**config.mk**
```make
export PLATFORM = sky130hd
export DESIGN_NAME = arm32_cond_flags_stage
export DESIGN_NICKNAME = d
export VERILOG_FILES = /design/src/rtl/arm32_pkg.sv /design/src/rtl/arm32_cond_eval.sv /design/src/rtl/arm32_cond_flags_stage.sv
export SDC_FILE = /design/constraint.sdc
export NUM_CORES = 1
export LEC_CHECK = 0
export CAP_MARGIN = 20
export CELL_PAD_IN_SITES_DETAIL_PLACEMENT = 0
export CELL_PAD_IN_SITES_GLOBAL_PLACEMENT = 1
export CORE_ASPECT_RATIO = 1.5
export CORE_UTILIZATION = 28
export DETAILED_ROUTE_END_ITERATION = 8
export PLACE_DENSITY = 0.9
export SLEW_MARGIN = 25
export SYNTH_ARGS = -nofsm -noshare
export SYNTH_HDL_FRONTEND = slang
export SYNTH_SLANG_ARGS = --single-unit
```
**constraint.sdc**
```tcl
create_clock -name clk -period 4.4 [get_ports clk]
set_input_delay 0.66 -clock clk [delete_from_list [all_inputs] [get_ports clk]]
set_output_delay 0.66 -clock clk [all_outputs]
set_load 0.005 [all_outputs]
```
**src/rtl/arm32_pkg.sv**
```systemverilog
// Shared ARM32 definitions: condition-code encodings and NZCV bit positions.
package arm32_pkg;

    // ARM condition field encodings
    localparam logic [3:0] COND_EQ = 4'h0;
    localparam logic [3:0] COND_NE = 4'h1;
    localparam logic [3:0] COND_CS = 4'h2;
    localparam logic [3:0] COND_CC = 4'h3;
    localparam logic [3:0] COND_MI = 4'h4;
    localparam logic [3:0] COND_PL = 4'h5;
    localparam logic [3:0] COND_VS = 4'h6;
    localparam logic [3:0] COND_VC = 4'h7;
    localparam logic [3:0] COND_HI = 4'h8;
    localparam logic [3:0] COND_LS = 4'h9;
    localparam logic [3:0] COND_GE = 4'hA;
    localparam logic [3:0] COND_LT = 4'hB;
    localparam logic [3:0] COND_GT = 4'hC;
    localparam logic [3:0] COND_LE = 4'hD;
    localparam logic [3:0] COND_AL = 4'hE;
    localparam logic [3:0] COND_NV = 4'hF;

    // Bit positions within the packed {N,Z,C,V} flag vector
    localparam int unsigned FLAG_N = 3;
    localparam int unsigned FLAG_Z = 2;
    localparam int unsigned FLAG_C = 1;
    localparam int unsigned FLAG_V = 0;

endpackage

```
**src/rtl/arm32_cond_eval.sv**
```systemverilog
// Combinational ARM32 condition-code evaluator: decides whether an instruction
// with condition field cond executes given the architectural NZCV flags.
module arm32_cond_eval
    import arm32_pkg::*;
(
    input  logic [3:0] cond,
    input  logic [3:0] nzcv,
    output logic       pass
);

    logic n, z, c, v;

    assign n = nzcv[FLAG_N];
    assign z = nzcv[FLAG_Z];
    assign c = nzcv[FLAG_C];
    assign v = nzcv[FLAG_V];

    // Decode the condition field against the current flags
    always_comb begin
        pass = 1'b0;
        case (cond)
            COND_EQ: pass = z;
            COND_NE: pass = !z;
            COND_CS: pass = c;
            COND_CC: pass = !c;
            COND_MI: pass = n;
            COND_PL: pass = !n;
            COND_VS: pass = v;
            COND_VC: pass = !v;
            COND_HI: pass = c && !z;
            COND_LS: pass = !c || z;
            COND_GE: pass = (n == v);
            COND_LT: pass = (n != v);
            COND_GT: pass = !z && (n == v);
            COND_LE: pass = z || (n != v);
            COND_AL: pass = 1'b1;
            COND_NV: pass = 1'b0;
            default: pass = 1'b0;
        endcase
    end

endmodule

```
**src/rtl/arm32_cond_flags_stage.sv**
```systemverilog
// EX->WB pipeline stage: registers ALU result/destination behind a valid/ready
// handshake, evaluates the condition code on the current NZCV flags and updates
// the flags on executed S-instructions. Defining ARM32_COND_STATS_EN adds
// saturating executed/skipped instruction counters (stat_exec, stat_skip).
module arm32_cond_flags_stage
    import arm32_pkg::*;
#(
    parameter int unsigned DATA_W    = 32,
`ifdef ARM32_COND_STATS_EN
    parameter int unsigned CNT_W     = 16,
`endif
    parameter logic [3:0]  FLAGS_RST = 4'b0000
) (
    input  logic              clk,
    input  logic              rst,
    input  logic              flush,
    input  logic              in_valid,
    output logic              in_ready,
    input  logic [3:0]        in_cond,
    input  logic              in_s,
    input  logic              in_wb,
    input  logic [3:0]        in_rd,
    input  logic [DATA_W-1:0] alu_out,
    input  logic [3:0]        alu_nzcv,
    output logic              out_valid,
    input  logic              out_ready,
    output logic [DATA_W-1:0] out_data,
    output logic [3:0]        out_rd,
    output logic              out_wr_en,
`ifdef ARM32_COND_STATS_EN
    output logic [CNT_W-1:0]  stat_exec,
    output logic [CNT_W-1:0]  stat_skip,
`endif
    output logic [3:0]        flags,
    output logic              alu_cin
);

    logic              cond_pass;
    logic              xfer;
    logic              out_valid_q, out_valid_d;
    logic [DATA_W-1:0] out_data_q, out_data_d;
    logic [3:0]        out_rd_q, out_rd_d;
    logic              out_wr_en_q, out_wr_en_d;
    logic [3:0]        flags_q, flags_d;

    // Condition is judged on the pre-update flags; the update lands on the same edge
    arm32_cond_eval u_cond_eval (
        .cond (in_cond),
        .nzcv (flags_q),
        .pass (cond_pass)
    );

    assign in_ready = !out_valid_q || out_ready;
    assign xfer     = in_valid && in_ready && !flush;

    // Next-state for the output slot and the architectural flags
    always_comb begin
        out_valid_d = out_valid_q;
        out_data_d  = out_data_q;
        out_rd_d    = out_rd_q;
        out_wr_en_d = out_wr_en_q;
        flags_d     = flags_q;

        if (flush) begin
            // Kill the held instruction; payload is left stale
            out_valid_d = 1'b0;
        end else if (xfer) begin
            out_valid_d = 1'b1;
            out_data_d  = alu_out;
            out_rd_d    = in_rd;
            out_wr_en_d = in_wb && cond_pass;
        end else if (out_ready) begin
            out_valid_d = 1'b0;
        end

        if (xfer && cond_pass && in_s) begin
            flags_d = alu_nzcv;
        end
    end

    // Stage and flag registers
    always_ff @(posedge clk) begin
        if (rst) begin
            out_valid_q <= 1'b0;
            out_data_q  <= '0;
            out_rd_q    <= '0;
            out_wr_en_q <= 1'b0;
            flags_q     <= FLAGS_RST;
        end else begin
            out_valid_q <= out_valid_d;
            out_data_q  <= out_data_d;
            out_rd_q    <= out_rd_d;
            out_wr_en_q <= out_wr_en_d;
            flags_q     <= flags_d;
        end
    end

    assign out_valid = out_valid_q;
    assign out_data  = out_data_q;
    assign out_rd    = out_rd_q;
    assign out_wr_en = out_wr_en_q;
    assign flags     = flags_q;
    assign alu_cin   = flags_q[FLAG_C];

`ifdef ARM32_COND_STATS_EN
    localparam logic [CNT_W-1:0] CntMax = {CNT_W{1'b1}};

    logic [CNT_W-1:0] stat_exec_q, stat_exec_d;
    logic [CNT_W-1:0] stat_skip_q, stat_skip_d;

    // Saturating counts of executed and condition-failed transfers
    always_comb begin
        stat_exec_d = stat_exec_q;
        stat_skip_d = stat_skip_q;
        if (xfer && cond_pass && (stat_exec_q != CntMax)) begin
            stat_exec_d = stat_exec_q + CNT_W'(1);
        end
        if (xfer && !cond_pass && (stat_skip_q != CntMax)) begin
            stat_skip_d = stat_skip_q + CNT_W'(1);
        end
    end

    // Counter registers
    always_ff @(posedge clk) begin
        if (rst) begin
            stat_exec_q <= '0;
            stat_skip_q <= '0;
        end else begin
            stat_exec_q <= stat_exec_d;
            stat_skip_q <= stat_skip_d;
        end
    end

    assign stat_exec = stat_exec_q;
    assign stat_skip = stat_skip_q;
`endif

endmodule
```
### Yosys cells after proc, flatten, opt, wreduce, memory -nomap -nowiden

Cells that the tools add are included.

* muxes and demuxes: 3
* bitwise logic cells: 1
* reductions and logical operators: 20
* equal/unequal tests: 17

Operators with widths (number)
* == test 4 bit, second input constant: 8
* == test 4 x 3 -> 1 bit, second input constant: 4
* one-hot mux 1 bit (16 select lines): 1
* == test 4 x 2 -> 1 bit, second input constant: 2
* logical AND 1 bit: 7
* logical NOT 1 bit: 6
* == test 4 x 1 -> 1 bit, second input constant: 1
* logical NOT 4 bit: 1
* logical OR 1 bit: 3
* 2-to-1 mux 1 bit: 2
* AND reduction 2 bit: 1
* nonzero test 2 bit: 1
* OR reduction 2 bit: 1
* == test 1 bit: 1
* != test 1 bit: 1
* NOT 1 bit: 1

* bits of input ports: 51
* logic and storage cells: 46
* flip-flop bits (word level): 42
* output and inout port bits: 44

### Logic depth before layout (Yosys ltp)

* depth in word-level cells: 6
* depth in mapped cells: 6
* gate-level depth less buffers: 5

### Cells and area by module

A second synthesis with hierarchy kept.

* cell total of the unflattened synthesis: 218
* area, all modules: 1865.5 µm²

By module, submodules not included
* arm32_cond_flags_stage: area an instance 1710.4 µm², sequential area each 840.8 µm², times used 1, cells an instance 195
* arm32_cond_eval: area an instance 155.1 µm², sequential area each 0.0 µm², times used 1, cells an instance 23

### Worst setup path before layout

OpenSTA, ideal clock, no wires.

* path kind: input -> register
* start: input port in_cond[2]
* end: register flags_q[0], in the netlist flags[0]
* stages on the path: 5
* required time: 4.328 ns
* setup slack: 2.531 ns
* path buffers: 0
* arrival: 1.797 ns
* library setup time: 0.072 ns
* path through: mux2i_1 > nor3b_1 > a311oi_2 > mux2i_2 > mux2i_1

* longest elaborated chain between the ends: 4
* elaborated cells between the ends (all ways): 19
* those cells by class: eq/ne: 15; mux: 1; reduce/logical: 3

Ends and longest elaborated chain
* start, declared: line arm32_cond_flags_stage.sv:19 `input logic [3:0] in_cond,`
* == test 4 bit (tied with other cells): line arm32_cond_eval.sv:21 `case (cond)`
* one-hot mux 1 bit (16 select lines) (*): line arm32_cond_eval.sv:21
* logical AND 1 bit (*) (2 in series): line arm32_cond_flags_stage.sv:76 `if (xfer && cond_pass && in_s) begin`
* end signal, assigned: line arm32_cond_flags_stage.sv:94 `flags_q <= flags_d;`
* end, declared: line arm32_cond_flags_stage.sv:44 `logic [3:0] flags_q, flags_d;`

Mark *: on every way between the ends. The rest lies on a longest branch, timed or not.
A chain may end at the register's enable or synchronous reset.

### Final worst setup path

* start: input port out_ready
* end: output port in_ready

* longest elaborated chain between the ends: 1

Ends and longest elaborated chain
* start, declared: line arm32_cond_flags_stage.sv:26 `input logic out_ready,`
* logical OR 1 bit: line arm32_cond_flags_stage.sv:53 `assign in_ready = !out_valid_q || out_ready;`
* end, declared: line arm32_cond_flags_stage.sv:18 `output logic in_ready,`

No other way between the ends.

==> impl_metrics.csv <==
group,metric,value,unit
die,dieArea,6140,µm²
sta,finalHoldViolCount,0,
power_and_ir_drop,irDropWorstVdd,0.138,mV
cts,cts.sinks,42,
setup_path,path_class,"in2out",
min_path,worst_hold_path.endpoint,"out_data[6]",
setup_path,cp_max_fo,3,
die,start_util,29.5,%
sta,tightest_slew,0.581,ns
cts,holdBufCountCts,0,
sta,setup-violations-final,0,
placement,globalplace.congestion,0.660,
routing,totalWireLength,4150,µm
routing,vias,1591,
die,ioPinCount,95,
sta,rsz0062_at_grt,"false",
global_route,grt_pass1_vias,1542,
job,drv_cap,0,
cts,cts_buffer_depth,2,
routing,routedWlPerCell,11.5,µm
routing,drtIter0Drc,100,
final_layout,drive_above_1_share,7.61,%
cts,cts_made_buffers,5,
routing,drc,0,
final_layout,final_cell_mix,"clkdlybuf4s50_1 (93), nand2_1 (73), dfxtp_1 (42), a21oi_1 (36), or2b_2 (8)",
sta,fmax,404,MHz
setup_path,critPathCaptureType,"output pin",
global_route,grt_pass1_wl,6870,µm
min_path,holdCritStartpoint,"out_data[6]",
setup_path,regToRegSetupSlack,2.61,ns
sta,maxSlewHeadroom,61.1,%
logic_synthesis,seq_area_frac_synth,51.5,%
setup_path,rr_startpoint,"out_valid",
setup_path,regToRegEndpoint,"flags[1]",
die,die_h,95.5,µm
routing,drtPass1Iterations,3,
placement,preCtsSetupSlack,1.74,ns
sta,final.min_clock_period,2.48,ns
final_layout,diodes,0,
global_route,grt_max_degree,38,
final_layout,syn_to_final_growth,67.6,%
min_path,holdPathStages,2,
placement,numPortBuffers,94,
cts,clock-root-buffer,"clkbuf_8",
final_layout,utilization,49.4,%
placement,placed_cells,352,
global_route,gr-total-overflow,0,
logic_synthesis,synthCells,198,
min_path,hold_path_class,"reg2reg",
cts,cts_resized,0,
routing,antenna_left,0,
die,coreArea,5530,µm²
power_and_ir_drop,p_leak,0.979,nW
global_route,grt_antenna_before_repair,0,
die,rows,33,
run_status,status,"finished clean",
final_layout,nets,340,
logic_synthesis,yosysWarnings,0,
logic_synthesis,ys_types,22,
sta,setup_tns,0,ns
sta,period_share,56.3,%
logic_synthesis,syn_nets,249,
cts,clock_latency,0.28,ns
power_and_ir_drop,p_per_area,308,nW/µm²
cts,cts_tree,"yes",
logic_synthesis,yosys_register_bits,42,
global_route,gr-usage-all-layers,14.2,%
placement,hpwl,2970,µm
setup_path,worst_setup_path_start_kind,"input port",
setup_path,rr_worst_depth,5,
sta,worst_slack,1.92,ns
routing,via_per_inst,4.43,
cts,cts_htree_levels,2,
final_layout,final_cell_count_no_fill,359,
sta,final-max-slew-violation-count,0,
logic_synthesis,syn_area,1630,µm²
cts,post-cts-setup-buffers,0,
setup_path,critical_path_arrival,1.82,ns
cts,clkSlewWorstSetupHoldPaths,0.07,ns
die,die-width,64.3,µm
sta,finalClockSkew,0.00187,ns
setup_path,required,3.74,ns
logic_synthesis,syn_avg_cell_area,8.24,µm²
final_layout,final_common_cell,"clkdlybuf4s50_1",
## final cells by class
class	count	area, µm²
fill	541	2800
timing repair buffer	97	958
sequential	42	841
multi-input combinational	142	731
tap	70	87.6
clock buffer	6	82.6
clock inverter	1	30.0
inverter	1	3.75
## how the worst max path moves through the flow
stage                     startpoint       end  slack, ns
after detailed placement  in_cond[2]  flags[1]       1.74
final                      out_ready  in_ready       1.92
after global placement    in_cond[2]  flags[1]       1.85
after floorplan           in_cond[2]  flags[0]       2.53
after global routing       out_ready  in_ready       1.87
after CTS                  out_ready  in_ready       1.92
## synth_stat cells
library cell    n  share of area [%]
a311oi_2        1               0.92
o21bai_1        1               0.46
mux2i_2         1               0.84
or2b_2          8                4.3
a21oi_1        36                 11
buf_2           3               0.92
clkbuf_1        7                1.6
buf_1           1               0.23
nand3_1         1               0.31
dfxtp_1        42                 52
buf_4           1               0.46
nand3b_1        4                1.8
dlygate4sd1_1   1               0.54
nor3_1          2               0.61
xor2_1          3                1.6
nor3b_1         2               0.92
inv_1           1               0.23
mux2i_1         6                3.7
nand2_1        73                 17
o21ai_0         1               0.31
nor2b_1         1               0.38
nor2_1          2               0.46
## stage by stage
stage	hold WS, ns	total power, W	instance area, µm²
3_5_place_dp	0.446	0.000549	2620
5_1_grt	0.471	0.000882	2730
4_1_cts	0.458	0.000856	2730
3_3_place_gp	0.441	0.000549	2630
2_1_floorplan	0.453	0.000459	1630
6_report	0.454	0.000841	2730
## sequential cells by signal (all words and copies together) (netlist names)
signal / flops
flags: 4
out_data: 32
out_rd: 4
out_valid: 1
out_wr_en: 1
## worst max-delay path: stages
cell,delay (ns)
clkdlybuf4s50_1,0.41
nor2b_1,0.22
inv_1,0.08
clkdlybuf4s50_1,0.45
## power breakdown
group	internal (W)	switching [W]
registers	0.000397	0.00000877
logic	0.0000850	0.0000473
clock network	0.000181	0.000121
## per-layer routing
metal	track usage, %	wire length (µm)
met2	27.4	2130
met4	5.00	51
met3	3.47	248
met5	0	0
met1	14.6	1720
## cell families (layout without fill, tap and decap cells)
kind of cell	Yosys count	count (layout)	share of synthesized area, %
muxes	7	7	4.52
buffers and inverters	14	105	3.99
DFF	42	42	51.5
and+or+nand+nor	93	93	25.6
AOI/OAI and AO/OA	39	39	12.7
xor gates and xnor gates	3	3	1.61
No activity file was read; power rests on OpenSTA's default activity.
